===== src/rtl/eep_arb_pkg.sv =====
// eep_arb_pkg: shared types and constants for the EEPROM access arbiter.
package eep_arb_pkg;
   typedef enum logic [1:0] {ST_IDLE, ST_READ, ST_WRITE} state_t;
   typedef enum logic {OWN_LP = 1'b0, OWN_CM = 1'b1} owner_t;
   localparam logic [1:0] ADDR_XSET = 2'b00;
   localparam logic [1:0] ADDR_P    = 2'b01;
   localparam logic [1:0] ADDR_I    = 2'b10;
   localparam logic [1:0] ADDR_D    = 2'b11;
   localparam int unsigned CHRG_CYCLES_DEF = 32'h249F00;
endpackage


===== src/rtl/eep_chrg_timer.sv =====
// eep_chrg_timer: charge-pump window down-counter; done_o marks the last cycle of the window.
module eep_chrg_timer import eep_arb_pkg::*; #(
   parameter int unsigned CHRG_CYCLES = CHRG_CYCLES_DEF
) (
   input  logic clk,
   input  logic rst_n,
   input  logic clr_i,
   input  logic en_i,
   output logic done_o
);
   localparam int CW = $clog2(CHRG_CYCLES + 1);
   logic [CW-1:0] cnt_q, cnt_d;
   // clear reloads the full window; decrement stops at zero so the count never wraps
   always_comb cnt_d = clr_i ? CW'(CHRG_CYCLES) : (en_i && cnt_q != '0) ? cnt_q - 1'b1 : cnt_q;
   always_ff @(posedge clk or negedge rst_n) begin
      if (!rst_n) cnt_q <= '0;
      else cnt_q <= cnt_d;
   end
   assign done_o = (cnt_q == CW'(1));
endmodule


===== src/rtl/eep_arb.sv =====
// eep_arb: arbitrates the EEPROM port between control loop and command path and sequences reads/writes.
// EEP_ARB_RR_EN selects round-robin tie-breaking; otherwise the control loop wins ties.
module eep_arb import eep_arb_pkg::*; #(
   parameter int unsigned DATA_W      = 14,
   parameter int unsigned CHRG_CYCLES = CHRG_CYCLES_DEF
) (
   input  logic              clk,
   input  logic              rst_n,
   input  logic              lp_req,
   input  logic [1:0]        lp_addr,
   output logic              lp_ack,
   input  logic              cm_req,
   input  logic              cm_we,
   input  logic [1:0]        cm_addr,
   input  logic [DATA_W-1:0] cm_wdata,
   output logic              cm_ack,
   output logic [DATA_W-1:0] rd_data,
   output logic              busy,
   output logic [1:0]        eep_addr,
   output logic              eep_cs_n,
   output logic              eep_r_w_n,
   output logic [DATA_W-1:0] eep_wdata,
   output logic              chrg_pmp_en,
   input  logic [DATA_W-1:0] eep_rd_data
);
   state_t state_q, state_d;
   owner_t owner_q, owner_d;
   logic [1:0] addr_q, addr_d;
   logic we_q, we_d;
   logic [DATA_W-1:0] wdata_q, wdata_d, rd_q, rd_d;
   logic lp_ack_q, lp_ack_d, cm_ack_q, cm_ack_d;
   logic lp_v, cm_v, pick_cm, grant, done, acc_end;
   // a requester is invisible during its own ack cycle so a held level is not re-granted
   assign lp_v = lp_req & ~lp_ack_q;
   assign cm_v = cm_req & ~cm_ack_q;
   assign grant = (state_q == ST_IDLE) & (lp_v | cm_v);
   assign acc_end = (state_q == ST_READ) | ((state_q == ST_WRITE) & done);
`ifdef EEP_ARB_RR_EN
   owner_t last_q;
   assign pick_cm = cm_v & (~lp_v | (last_q == OWN_LP));
   always_ff @(posedge clk or negedge rst_n) begin
      if (!rst_n) last_q <= OWN_CM;
      else if (grant) last_q <= owner_d;
   end
`else
   assign pick_cm = cm_v & ~lp_v;
`endif
   always_comb begin
      state_d = state_q;
      owner_d = owner_q;
      addr_d = addr_q;
      we_d = we_q;
      wdata_d = wdata_q;
      if (grant) begin
         owner_d = pick_cm ? OWN_CM : OWN_LP;
         addr_d = pick_cm ? cm_addr : lp_addr;
         we_d = pick_cm & cm_we;
         wdata_d = pick_cm ? cm_wdata : '0;
         state_d = (pick_cm & cm_we) ? ST_WRITE : ST_READ;
      end else if (acc_end) begin
         state_d = ST_IDLE;
      end
   end
   assign lp_ack_d = acc_end & (owner_q == OWN_LP);
   assign cm_ack_d = acc_end & (owner_q == OWN_CM);
   assign rd_d = (state_q == ST_READ) ? eep_rd_data : rd_q;
   always_ff @(posedge clk or negedge rst_n) begin
      if (!rst_n) begin
         state_q <= ST_IDLE;
         owner_q <= OWN_LP;
         addr_q <= '0;
         we_q <= 1'b0;
         wdata_q <= '0;
         rd_q <= '0;
         lp_ack_q <= 1'b0;
         cm_ack_q <= 1'b0;
      end else begin
         state_q <= state_d;
         owner_q <= owner_d;
         addr_q <= addr_d;
         we_q <= we_d;
         wdata_q <= wdata_d;
         rd_q <= rd_d;
         lp_ack_q <= lp_ack_d;
         cm_ack_q <= cm_ack_d;
      end
   end
   eep_chrg_timer #(.CHRG_CYCLES(CHRG_CYCLES)) u_timer (
      .clk    (clk),
      .rst_n  (rst_n),
      .clr_i  (grant & pick_cm & cm_we),
      .en_i   (state_q == ST_WRITE),
      .done_o (done)
   );
   // EEPROM pins decode from registered state only
   assign busy = (state_q != ST_IDLE);
   assign eep_cs_n = ~busy;
   assign eep_r_w_n = ~busy | ~we_q;
   assign chrg_pmp_en = (state_q == ST_WRITE);
   assign eep_addr = busy ? addr_q : '0;
   assign eep_wdata = chrg_pmp_en ? wdata_q : '0;
   assign rd_data = rd_q;
   assign lp_ack = lp_ack_q;
   assign cm_ack = cm_ack_q;
endmodule


===== config.mk =====
export PLATFORM = sky130hd
export DESIGN_NAME = eep_arb
export DESIGN_NICKNAME = d
export VERILOG_FILES = /design/src/rtl/eep_arb_pkg.sv /design/src/rtl/eep_chrg_timer.sv /design/src/rtl/eep_arb.sv
export SDC_FILE = /design/constraint.sdc
export NUM_CORES = 1
export LEC_CHECK = 0
export CORE_MARGIN = 4
export CORE_UTILIZATION = 49
export DETAILED_ROUTE_END_ITERATION = 8
export HOLD_SLACK_MARGIN = 0.12
export PLACE_DENSITY_LB_ADDON = 0.3
export SKIP_CTS_REPAIR_TIMING = 1
export SLEW_MARGIN = 40
export SYNTH_ARGS = -nofsm -noshare
export SYNTH_HDL_FRONTEND = slang
export SYNTH_HIERARCHICAL = 1
export SYNTH_SLANG_ARGS = --single-unit

===== constraint.sdc =====
create_clock -name clk -period 2.9 [get_ports clk]
set_input_delay 0.29 -clock clk [delete_from_list [all_inputs] [get_ports clk]]
set_output_delay 0.29 -clock clk [all_outputs]
set_load 0.01 [all_outputs]

[Word level (Yosys, flattened, before mapping)]
Index checks and enable logic that the tools add are counted.
Storage, ports and cells
  bits in registers: 58
  word-level logic and storage cells: 48
  output and inout bits: 36
  bits of input ports: 37
Cells by class
  eq/ne operators: 3
  reduce and logical (&&, ||, !) cells: 6
  bitwise operators: 19
  mux-type cells: 10
  add/subtract/negate cells: 1
Operators with widths (count)
  $mux 22: 2
  $mux 14: 2
  $eq 22x1->1 const B: 1
  $reduce_bool 22->1: 1
  $sub 22x1->22 const B: 1
  $and 1x1->1: 10
  $mux 2: 5
  $not 1->1: 6
  $reduce_bool 2->1: 3
  $or 1x1->1: 3
  $eq 2x1->1 const B: 1
  $eq 2x2->1 const B: 1
  $logic_not 2->1: 1
  $logic_and 1x1->1: 1
  $mux 1: 1

[Longest topological paths before layout]
  word-level depth: 7
  gate-level depth with buffers: 10
  depth with buffers taken out: 6

[Modules after synthesis]
Netlist, hierarchy kept.
By module, submodules not included
  eep_arb: cells each 118, area an instance 1530.2 um2, seq. area each 900.9 um2, instances 1
  eep_chrg_timer: cells each 151, area an instance 1432.6 um2, seq. area each 550.5 um2, instances 1

[Least setup slack after synthesis]
Ideal clock, no wire load.
  kind: reg-to-reg
  from: register state_q[1]
  to: register u_timer.cnt_q[7]
  path slack: 0.478 ns
  path buffers: 1
  period minus slack after synthesis: 2.422 ns
  data required time: 2.775 ns
  cell stages (with the launch flop): 8
  data arrival time: 2.297 ns
  library setup time: 0.125 ns
  cell sequence: dfrtp_1 > inv_1 > nor2_1 > clkbuf_1 > nor3b_1 > inv_1 > a2111oi_0 > mux2_2
On the way
  elaborated cells on any way between the ends: 8
  those cells by class: eq/ne (1); mux (1); bitwise (3); reduce/logical (3)
RTL lines
  from (decl): line eep_arb.sv:26  | state_t state_q, state_d;
  from (signal assigned): line eep_arb.sv:78  | state_q <= state_d;
  $eq 2x2->1
  via chrg_pmp_en: line eep_arb.sv:23  | output logic chrg_pmp_en,
  $logic_and 1x1->1: line eep_chrg_timer.sv:14  | always_comb cnt_d = clr_i ? CW'(CHRG_CYCLES) : (en_i && cnt_q != '0) ? cnt_q - 1'b1 : cnt_q;
  $reduce_bool 2->1 (no source line)
  to (signal assigned): line eep_chrg_timer.sv:17  | else cnt_q <= cnt_d;
  to (decl): line eep_chrg_timer.sv:12  | logic [CW-1:0] cnt_q, cnt_d;
The timed path passes the listed nets, and every way through them passes these cells.
A chain may end at the register's enable or synchronous reset.

[Worst setup path in the final report]
  from: register u_timer.cnt_q[10]
  to: register cm_ack_q (netlist: cm_ack)
On the way
  word-level cells in the longest chain between the ends: 4
Ends and longest elaborated chain
  $eq 22x1->1: line eep_chrg_timer.sv:19  | assign done_o = (cnt_q == CW'(1));
  via done: line eep_arb.sv:32  | logic lp_v, cm_v, pick_cm, grant, done, acc_end;
  $and 1x1->1: line eep_arb.sv:37  | assign acc_end = (state_q == ST_READ) | ((state_q == ST_WRITE) & done);
  $or 1x1->1: line eep_arb.sv:37
  $and 1x1->1: line eep_arb.sv:65  | assign cm_ack_d = acc_end & (owner_q == OWN_CM);
  via cm_ack_d: line eep_arb.sv:31  | logic lp_ack_q, lp_ack_d, cm_ack_q, cm_ack_d;
  to (signal assigned): line eep_arb.sv:85  | cm_ack_q <= cm_ack_d;
  to (decl): line eep_arb.sv:31
The timed path passes the listed nets, and every way through them passes these cells.

==> summary.txt <==
Synth
  • Sequential fraction of the synthesis area: 49.0%
  • Synth cell count leaders: 58 x dfrtp_1, 27 x nor2_1, 17 x nor2b_1
  • Count leader, synth: dfrtp_1
  • Post-Syn Area per Cell: between 10 and 15 µm²
  • Synth cell types: 50
  • Yosys top cell area share: 49.0%
  • Main area contributors after synthesis: dfrtp_1 49%, mux2_2 5.7%, nor2b_1 3.6%
  • Cell taking the most area after synthesis: dfrtp_1
  • Most used DFF post-synth: dfrtp_1
  • Number of synthesized register bits: between 50 and 60
  • Syn Nets: 308
  • Post-synth ARST share: 100%
  • Syn Inst Count: 269
  • Mapped Area: around 3000 µm²
  • EDFF count, synth: 0
  • Yosys warning count: 6

CTS
  • Clock latency on the worst-skew pair: 0.33 ns
  • CTS sink count: 58
  • Clock Tree Root: clkbuf_8
  • Num CTS Buffers: 9
  • H-tree Lvls: 3
  • CTS tree: done
  • Worst-path clk slew: 0.07 ns
  • CTS Buffer Depth: 2

Global route
  • Pin count of the biggest net entering global routing: 38
  • Vias in the first global route: roughly 2400
  • First-pass GRT wire length: approximately 11000 µm
  • Initial antenna violation count: 0
  • Total track usage: 19.2%
  • Gr ovfl total: 0

Timing
  • Fin Setup TNS: 0 ns
  • Min Hold Slack: 0.464 ns
  • RSZ-0062 raised after global routing: no
  • FMAX: 429 MHz
  • Shortest period the worst path allows: approximately 2.3 ns
  • Fin. max-slew vios: 0
  • Max Clock Skew: 0.00653 ns
  • Setup violators final: 0
  • Slew HR: about half
  • Fin. Hold Viols: 0
  • Worst Max-Slew Pin Slew: between 0.7 and 0.8 ns
  • Fin worst setup slack: ~0.57 ns
  • Final worst path period share: about four fifths

Die
  • Initial cell density of the core: 50.3%
  • Die ar.: ~7400 µm²
  • # IOs: 73
  • Number of cell rows: 28
  • Area of the core: slightly below 6000 µm²
  • Die width: 85.8 µm
  • Die height: 85.8 µm

Power
  • Peak VDD IR: around 0.00028 V
  • Power Density: 446 nW/µm²
  • Leak: approximately 1.7 nW
  • Net Switching: 391 µW
  • Sw frac: 22.1%
  • Gate power share: roughly 8.5%
  • Reg power frac: approximately half
  • Clock power share: between 40% and 50%
  • Internal Power: around 1.4 mW

Critical path
  • WP data required: between 3 and 4 ns
  • Critical path class: flop to flop
  • CP Max Fanout: 17
  • Critical Path AT: approximately 2.6 ns
  • Crit. End Element: flop
  • CP Launch Type: flop

Hold path
  • Min-Delay Path Class: flop to flop

Detailed routing
  • Vias per cell: approximately 5.5
  • DRC violations left: 0
  • Mean routed wirelength per cell: 15.6 µm
  • Antenna Nets Post-Route: 0
  • DR iter-0 viols: 146
  • Initial DRT Pass Iterations: 4
  • Routed vias: 2352
  • Final WL: 6680 µm

Job
  • Max Cap Viol: 0

Layout
  • Fin nets: between 300 and 400
  • Area Growth Syn to Fin: 33.5%
  • # diodes: 0
  • Layout cells sized above 1: ~17%

Status
  • Run status: finished, final reports clean

Place
  • RePlAce Congestion: slightly below 0.8
  • Port-buffer cells: approximately 70
  • Post-place setup slack: between 0.6 and 0.7 ns
  • Post-DP HPWL: approximately 4700 µm
## logic make-up after synthesis
family	count (synthesis)	synth area share [%]
buf+inv	21	4.31
fa+ha+maj	2	0.844
compound gates	48	12.6
flops	58	49.0
mux	29	10.8
simple gates	111	22.5
## placed cells by master, fill, tap and decap left out, types with 3 or more instances in the layout
cell             count
a2111oi_0            3
a21oi_1              8
o21ai_0              4
mux2_2              15
dfrtp_1             58
nand2_1              6
clkbuf_8            11
a22o_1               8
or4_1                8
and2_1              16
a22o_2               7
nor4_1               7
mux2i_1              6
nor2b_1             17
a211oi_1             6
nor2_1              27
clkdlybuf4s50_1     71
mux2_1               8
nand2b_1             3
inv_1                8
nor3_1               3
or2_2                4
buf_4                9
## flip-flops by register name, summed over array words and instances, names as in the netlist
name,count
cm_ack,1
we_q,1
state_q,2
u_timer/cnt_q,22
owner_q,1
lp_ack,1
addr_q,2
rd_data,14
wdata_q,14
## power by group through the flow
stage	Clock (mW)	Combinational [mW]	Sequential, mW
final	0.760	0.149	0.855
after global placement	0	0.147	0.868
after floorplan	0	0.0440	0.870
after detailed placement	0	0.151	0.869
after global routing	0.819	0.163	0.858
after CTS	0.777	0.151	0.854
## worst paths after layout
path	startpoint	endpoint	slack, ns	cells past startpoint
worst max-delay path	u_timer/cnt_q[10]	cm_ack	0.57	7
worst min-delay path	owner_q	lp_ack	0.46	1
worst max register to register	u_timer/cnt_q[10]	cm_ack	0.57	7
worst min register to register	owner_q	lp_ack	0.46	1
max in group asynchronous	rst_n	u_timer/cnt_q[1]	1.72	3
min in group asynchronous	rst_n	u_timer/cnt_q[4]	0.51	2
## metrics by stage
stage	cell area (µm²)	power, mW	utilization (%)	instances
floorplan	2960	0.914	-	269
global placement	3740	1.01	63.6	412
detailed placement	3740	1.02	63.6	412
CTS	3950	1.78	67.0	428
global route	3960	1.84	67.2	429
finish	3960	1.76	67.2	429
## per-layer routing
layer / wire length, µm / track usage, %
met1: 3090 / 25.5
met2: 3130 / 30.5
met3: 354 / 5.57
met4: 99 / 6.04
met5: 0 / 0
## cell type report
cell class / instances / area (µm²)
clock buffer: 12 / 155
inverter: 8 / 30.0
tap: 75 / 93.8
fill: 466 / 1930
timing repair buffer: 82 / 793
multi-input combinational: 190 / 1380
clock inverter: 4 / 48.8
sequential: 58 / 1450
## worst max-delay path: stages, from the launching register on
cell and delay [ns]:
dfrtp_1 0.42, or4_1 0.69, nor4_4 0.31, buf_4 0.24, and3_1 0.17, nor2b_1 0.17
a21boi_0 0.14, nor2b_1 0.13
Power figures use the tool's default switching activity.
